`config.mk`:
```
export PLATFORM = sky130hd
export DESIGN_NAME = gpio_cfg_loader_flat
export DESIGN_NICKNAME = d
export VERILOG_FILES = /design/src/rtl/gpio_cfg_if.sv /design/src/rtl/gpio_cfg_loader.sv /design/src/flat_wrapper.sv
export SDC_FILE = /design/constraint.sdc
export NUM_CORES = 1
export LEC_CHECK = 0
export BUFFER_PORTS_ARGS = -buffer_cell sky130_fd_sc_hd__clkbuf_2
export CAP_MARGIN = 20
export CORE_MARGIN = 10
export CORE_UTILIZATION = 54
export DETAILED_ROUTE_END_ITERATION = 6
export GPL_TIMING_DRIVEN = 0
export PLACE_DENSITY = 0.89
export SLEW_MARGIN = 20
export SYNTH_ARGS = -nofsm -noshare
export SYNTH_HDL_FRONTEND = slang
export SYNTH_SLANG_ARGS = --single-unit
```
`constraint.sdc`:
```
create_clock -name clk -period 3.9 [get_ports clk]
set_input_delay 0 -clock clk [delete_from_list [all_inputs] [get_ports clk]]
set_output_delay 0 -clock clk [all_outputs]
set_load 0.01 [all_outputs]
```
`src/rtl/gpio_cfg_if.sv`:
```
// gpio_cfg_if: serial configuration bus of one gpio_cfg_loader instance.
// The master drives frame data and strobes; the slave (loader) returns chain data and status.
interface gpio_cfg_if;
    logic serial_in;
    logic shift_en;
    logic load;
    logic serial_out;
    logic cfg_busy;
    logic cfg_err;

    modport master (
        output serial_in, shift_en, load,
        input  serial_out, cfg_busy, cfg_err
    );

    modport slave (
        input  serial_in, shift_en, load,
        output serial_out, cfg_busy, cfg_err
    );
endinterface

```
`src/rtl/gpio_cfg_loader.sv`:
```
// gpio_cfg_loader: per-pad serial configuration loader with atomic commit on load.
// Define GPIO_CFG_PARITY_EN to append an odd-parity bit to every frame and check it at commit.
module gpio_cfg_loader #(
    parameter int unsigned         CFG_BITS  = 4,
    parameter logic [CFG_BITS-1:0] RESET_CFG = 4'b0010
) (
    input  logic      clk,
    input  logic      reset,
    gpio_cfg_if.slave cfg,
    input  logic      mgmt_out,
    input  logic      user_out,
    output logic      gpio_out,
    output logic      gpio_outenb,
    output logic      gpio_pu,
    output logic      gpio_pd
);

`ifdef GPIO_CFG_PARITY_EN
    localparam int unsigned FRAME_BITS = CFG_BITS + 1;
`else
    localparam int unsigned FRAME_BITS = CFG_BITS;
`endif
    localparam int unsigned     CNT_W    = $clog2(FRAME_BITS + 1);
    localparam logic [CNT_W-1:0] CNT_FULL = CNT_W'(FRAME_BITS);

    typedef enum logic [1:0] {IDLE, SHIFT, FULL, APPLY} state_t;

    state_t                state, state_nxt;
    logic [FRAME_BITS-1:0] shadow, shadow_nxt;
    logic [CNT_W-1:0]      cnt, cnt_nxt;
    logic [CFG_BITS-1:0]   cfg_q;
    logic                  err_q;
    logic                  serial_out_q;
    logic                  load_taken;
    logic                  frame_ok;

    // The shift is resolved first so a load in the same cycle judges the post-shift frame.
    // NOTE: every always_comb output gets a default before any branch, so no latch is inferred.
    always_comb begin
        shadow_nxt = shadow;
        cnt_nxt    = cnt;
        if (cfg.shift_en) begin
            shadow_nxt = {cfg.serial_in, shadow[FRAME_BITS-1:1]};
            if (cnt != CNT_FULL)
                cnt_nxt = cnt + 1'b1;
        end
    end

    always_comb begin
        frame_ok = (cnt_nxt == CNT_FULL) && !(shadow_nxt[2] && shadow_nxt[3]);
`ifdef GPIO_CFG_PARITY_EN
        frame_ok = frame_ok && (^shadow_nxt);
`endif
    end

    // NOTE: sequential state uses non-blocking assignments so every register samples pre-edge values.
    always_ff @(posedge clk) begin
        if (reset)
            state <= IDLE;
        else
            state <= state_nxt;
    end

    always_comb begin
        state_nxt  = state;
        load_taken = 1'b0;
        case (state)
            APPLY: state_nxt = IDLE;
            default: begin
                if (cfg.load) begin
                    state_nxt  = APPLY;
                    load_taken = 1'b1;
                end else if (cfg.shift_en) begin
                    state_nxt = (cnt_nxt == CNT_FULL) ? FULL : SHIFT;
                end
            end
        endcase
    end

    always_ff @(posedge clk) begin
        if (reset) begin
            shadow       <= '0;
            cnt          <= '0;
            cfg_q        <= RESET_CFG;
            err_q        <= 1'b0;
            serial_out_q <= 1'b0;
            gpio_out     <= 1'b0;
        end else begin
            shadow <= shadow_nxt;
            cnt    <= (state == APPLY) ? '0 : cnt_nxt;
            if (cfg.shift_en)
                serial_out_q <= shadow[0];
            if (load_taken) begin
                if (frame_ok)
                    cfg_q <= shadow_nxt[CFG_BITS-1:0];
                err_q <= !frame_ok;
            end
            gpio_out <= cfg_q[0] ? mgmt_out : user_out;
        end
    end

    assign gpio_outenb    = cfg_q[1];
    assign gpio_pu        = cfg_q[2];
    assign gpio_pd        = cfg_q[3];
    assign cfg.serial_out = serial_out_q;
    assign cfg.cfg_busy   = (state == SHIFT);
    assign cfg.cfg_err    = err_q;

endmodule

```
`src/flat_wrapper.sv`:
```
// flat-port wrapper written by rule: the top's interface ports become plain ports
module gpio_cfg_loader_flat 
#(
    parameter int unsigned         CFG_BITS  = 4,
    parameter logic [CFG_BITS-1:0] RESET_CFG = 4'b0010
)
  (clk, reset, mgmt_out, user_out, gpio_out, gpio_outenb, gpio_pu, gpio_pd, cfg_serial_in, cfg_shift_en, cfg_load, cfg_serial_out, cfg_cfg_busy, cfg_cfg_err);
  gpio_cfg_if cfg_i ();
  input  logic clk;
  input  logic reset;
  input  logic mgmt_out;
  input  logic user_out;
  output logic gpio_out;
  output logic gpio_outenb;
  output logic gpio_pu;
  output logic gpio_pd;
  input wire logic [$bits(cfg_i.serial_in)-1:0] cfg_serial_in;
  input wire logic [$bits(cfg_i.shift_en)-1:0] cfg_shift_en;
  input wire logic [$bits(cfg_i.load)-1:0] cfg_load;
  output wire logic [$bits(cfg_i.serial_out)-1:0] cfg_serial_out;
  output wire logic [$bits(cfg_i.cfg_busy)-1:0] cfg_cfg_busy;
  output wire logic [$bits(cfg_i.cfg_err)-1:0] cfg_cfg_err;
  assign cfg_i.serial_in = cfg_serial_in;
  assign cfg_i.shift_en = cfg_shift_en;
  assign cfg_i.load = cfg_load;
  assign cfg_serial_out = cfg_i.serial_out;
  assign cfg_cfg_busy = cfg_i.cfg_busy;
  assign cfg_cfg_err = cfg_i.cfg_err;
  gpio_cfg_loader #(.CFG_BITS(CFG_BITS), .RESET_CFG(RESET_CFG)) u_core (.clk(clk), .reset(reset), .cfg(cfg_i), .mgmt_out(mgmt_out), .user_out(user_out), .gpio_out(gpio_out), .gpio_outenb(gpio_outenb), .gpio_pu(gpio_pu), .gpio_pd(gpio_pd));
endmodule
```
# ---- Word level (Yosys, flattened, before mapping)
# Cells that the tools add are included.
dict set report totals {
  ff_bits 16
  inputBits 7
  out_inout_bits 7
  word_cells 28
}
dict set report op_classes {
  add_sub_neg 1
  eq_ne 4
  n_mux 9
  reduce_logical 7
}
# operator count
set ops {}
lappend ops {{2-to-1 mux 2 bit} 3}
lappend ops {{2-to-1 mux 3 bit} 2}
lappend ops {{2-to-1 mux 4 bit} 1}
lappend ops {{adder 3 x 1 -> 3 bit, second input constant} 1}
lappend ops {{== test 3 bit, second input constant} 1}
lappend ops {{2-to-1 mux 1 bit} 3}
lappend ops {{!= test 3 bit, second input constant} 1}
lappend ops {{== test 2 x 1 -> 1 bit, second input constant} 1}
lappend ops {{== test 2 bit, second input constant} 1}
lappend ops {{logical AND 1 bit} 2}
lappend ops {{zero test 1 bit} 2}
lappend ops {{AND reduction 2 bit} 1}
lappend ops {{nonzero test 2 bit} 1}
lappend ops {{OR reduction 2 bit} 1}

# ---- Depth between registers and ports, before layout
dict set report depth {
  depth_word 7
  mapped_depth 6
  ltp_nobuf 6
}

# ---- Worst setup path after synthesis
# OpenSTA, ideal clock, no wires.
dict set report synth_timing {
  kind {flip-flop to flip-flop}
  startpoint {register u_core.cnt[0]}
  endpoint {register u_core.cfg_q[0]}
  setup_ps 121
  t_arrival_ps 1687
  required_time_ps 3779
  setup_slack_ps 2092
  path_stages_with_launch 7
  path_buffers 0
  cell_sequence {dfxtp_1 -> inv_1 -> ha_1 -> or3b_1 -> a211oi_2 -> o211ai_2 -> mux2_2}
}
dict set report synth_between {
  elab_chain_cells 6
  word_cells_on_any_way 7
  classes_between {1 x add/sub; 2 x eq/ne; 2 x mux; 2 x reduce/logical}
}
# element line_no
set synth_lines {}
lappend synth_lines {{start, declared} gpio_cfg_loader.sv:30} ;# logic [CNT_W-1:0] cnt, cnt_nxt;
lappend synth_lines {{start signal, assigned} gpio_cfg_loader.sv:90} ;# cnt <= (state == APPLY) ? '0 : cnt_nxt;
lappend synth_lines {{adder 3 x 1 -> 3 bit or != test 3 bit (tied branches)} {gpio_cfg_loader.sv:45, gpio_cfg_loader.sv:44}}
lappend synth_lines {{2-to-1 mux 3 bit} gpio_cfg_loader.sv:44} ;# if (cnt != CNT_FULL)
lappend synth_lines {{2-to-1 mux 3 bit (*)} gpio_cfg_loader.sv:42} ;# if (cfg.shift_en) begin
lappend synth_lines {{== test 3 bit (*)} gpio_cfg_loader.sv:50} ;# frame_ok = (cnt_nxt == CNT_FULL) && !(shadow_nxt[2] && shadow_nxt[3]);
lappend synth_lines {{logical AND 1 bit (*)} gpio_cfg_loader.sv:50}
lappend synth_lines {{AND reduction 2 bit (no source line) (*)} --}
lappend synth_lines {{end signal, assigned} gpio_cfg_loader.sv:95} ;# cfg_q <= shadow_nxt[CFG_BITS-1:0];
lappend synth_lines {{end, declared} gpio_cfg_loader.sv:31} ;# logic [CFG_BITS-1:0] cfg_q;
# Every way passes the cells marked *; elsewhere a longest branch is shown, timed or not.
# A chain may end at the register's enable or synchronous reset.

# ---- Worst setup path after layout
dict set report layout_timing {
  startpoint {register u_core.cnt[0]}
  endpoint {register u_core.cfg_q[2]}
}
# The elaborated chain is that of the path after synthesis.

==> impl_metrics.py <==
metrics = {
    "setup_path": {
        "reg2reg_to": "u_core.cfg_q[2]",
        "cp_slowest_stage_delay_ps": 380,
        "crit_path_start": "u_core.cnt[0]",
        "path_depth": 6,
        "rrSetupSlack_ps": 1940,
        "rr_worst_depth": 6,
        "cp_top_family": "compound AO/OA/AOI/OAI gates",
        "crit_chain": "inv_1 -> ha_1 -> a21boi_0 -> xnor2_1 -> o211ai_2 -> mux2_2",
        "critPathMaxFanout": 5,
        "crit_required_ps": 4080,
        "slowest_stage": "dfxtp_1",
        "crit_path_end_kind": "register",
        "critPathBufInv": 1,
        "critPathKind": "reg -> reg",
        "startpoint_type": "register",
        "rr_startpoint": "u_core.cnt[0]",
        "critPathArrivalTime_ps": 2140,
        "crit_end": "u_core.cfg_q[2]",
    },
    "detailed_routing": {
        "first_iter_violations": 6,
        "remaining_drc_errors": 0,
        "dr_total_vias": 576,
        "ant_nets": 0,
        "wl_um": 1430,
        "dr.pass1.iters": 4,
        "post_drt_wl_per_cell_um": 13.1,
        "via_per_inst": 5.28,
    },
    "cells_and_area": {
        "layout-drive-gt1-share_pct": 26.6,
        "syn_to_final_growth_pct": 18.5,
        "antenna_cells": 0,
        "layout_commonest_cell": "dfxtp_1",
        "final_cell_mix": "dfxtp_1 (16), clkbuf_2 (13), nor2_1 (9)",
        "finalInstanceArea_um2": 872,
        "final_nets": 105,
        "nFillCells": 97,
    },
    "synth": {
        "synth_cell_types": 25,
        "ys_ff_latch": 16,
        "ys_warn_count": 0,
        "syn_nets": 84,
        "syn_area_per_cell_um2": 9.81,
        "synth_area_um2": 736,
        "synthCells": 75,
        "yosysSeqAreaShare_pct": 43.5,
    },
    "clocking": {
        "cts_setup_buffers": 0,
        "clk-insertion-delay-late_ps": 280,
        "cts.sinks": 16,
        "cts-root-buf": "clkbuf_4",
        "numCtsBuffers": 3,
        "cts_buffer_depth": 2,
        "clk_pin_slew_ps": 80,
        "cts_resized": 0,
        "holdBufCountCts": 3,
        "cts_tree": "done",
        "cts_max_level": 1,
    },
    "floorplanning": {
        "die_x_um": 56.9,
        "initial_core_util_pct": 57.3,
        "dieArea_um2": 3240,
        "fp.dieH_um": 56.9,
        "core_area_um2": 1280,
        "top_level_ports": 14,
        "num_rows": 13,
    },
    "placed_design": {
        "io_buffers": 13,
        "place_area_um2": 820,
        "place_hpwl_um": 1130,
        "pre_cts_ws_ps": 1950,
        "gp_congestion": 0.787,
    },
    "timing": {
        "slew_viol_final": 0,
        "rsz0062_at_grt": "false",
        "hold_viol": 0,
        "max_freq_ghz": 0.510,
        "relSlewSlack_pct": 73.0,
        "hold_slack_ps": 36.8,
        "skew_ps": 3.05,
        "fin_crit_sh_pct": 50.2,
        "setup_viol": 0,
        "setup_slack_ps": 1940,
        "fin_tns_setup_ps": 0,
        "post-route-min-period_ps": 1960,
        "tightestPinTransition_ps": 401,
    },
    "grt": {
        "grt_max_degree": 11,
        "grt.total_usage_pct": 9.53,
        "antenna_found_initial": 0,
        "grt_overflow": 0,
        "grt_pass1_vias": 623,
        "grt_pass1_wl_um": 2510,
    },
    "hold_path": {
        "hold_path_class": "in -> reg",
        "hp-start": "cfg_serial_in",
    },
    "power": {
        "powerDensity_nw_per_um2": 345,
        "peakVddDrop_mv": 0.245,
        "leakagePower_uw": 0.000429,
    },
    "run": {
        "cap_viol_max_count": 0,
    },
    "run_status": {
        "status": "complete, no violations",
    },
}
## logic make-up (layout without fill, tap and decap cells)
group	after synthesis	count (layout)	share of synthesized area, %
simple gates	22	22	15.3
fa+ha+maj	2	2	3.40
compound gates	16	16	17.0
flops	16	16	43.5
buf+inv	7	26	3.74
mux	11	11	15.8
xor+xnor	1	1	1.19
## per-layer routing
layer	track usage, %	wire length, um
met3	2.92	48
met5	0	0
met1	9.45	630
met4	7.05	53
met2	16.3	699
## registers in the layout, summed over array words and instances (netlist names)
register	flops
u_core.shadow	4
u_core.cfg.cfg_err	1
u_core.state	2
u_core.cnt	3
u_core.cfg.serial_out	1
u_core.gpio_out	1
u_core.cfg_q	4
## area by class of cell
type                            instances  area [um^2]  share of cell area (%)
Multi-Input combinational cell         52          388                    44.5
Buffer                                  2         8.76                    1.00
Tap cell                               15         18.8                    2.15
Timing Repair Buffer                   16         95.1                    10.9
Inverter                                5         18.8                    2.15
Sequential cell                        16          320                    36.7
Clock buffer                            3         22.5                    2.58
## synth_stat cells
cell	n	area share [%]
and4b_1	1	1.4
o31ai_1	1	1.0
a21o_1	1	1.0
o21a_1	1	1.0
nand2_1	3	1.5
or2_2	1	0.85
a211oi_2	1	1.7
and3_1	1	0.85
o211ai_2	1	1.7
nor3_1	1	0.68
inv_1	5	2.6
or3b_1	1	1.2
clkbuf_1	1	0.51
nor2b_1	4	3.4
o211a_1	3	4.1
dfxtp_1	16	44
xnor2_1	1	1.2
ha_1	2	3.4
a21boi_0	3	3.1
buf_2	1	0.68
nor2_1	9	4.6
nand2b_1	1	0.85
a21oi_1	5	3.4
mux2_2	5	7.7
mux2i_1	6	8.2
## worst min path at each step
stage / to / slack (ps) / cells past startpoint
3_3_place_gp: u_core.gpio_out / 240 / 3
5_1_grt: u_core.shadow[3] / 70 / 3
3_5_place_dp: u_core.gpio_out / 240 / 3
6_report: u_core.shadow[3] / 40 / 3
2_1_floorplan: u_core.state[0] / 130 / 2
4_1_cts: u_core.shadow[3] / 30 / 3
## power breakdown
part / leakage (uW) / switching, uW / internal, uW
Combinational: 0.000284 / 22.8 / 18.9
Sequential: 0.000131 / 5.12 / 170
Clock: 0.0000138 / 48.2 / 35.9
## metrics by stage
step	power (uW)	utilization, %	std cells
floorplan	205	-	75
global placement	215	63.8	103
detailed placement	218	63.8	103
CTS	302	67.9	109
global route	315	67.9	109
finish	301	67.9	109
## tightest hold or removal path, stage by stage
cell and delay [ps]:
clkbuf_2 90, mux2i_1 70, nor2_1 120
Note: power is estimated with default switching activity, not from simulation.
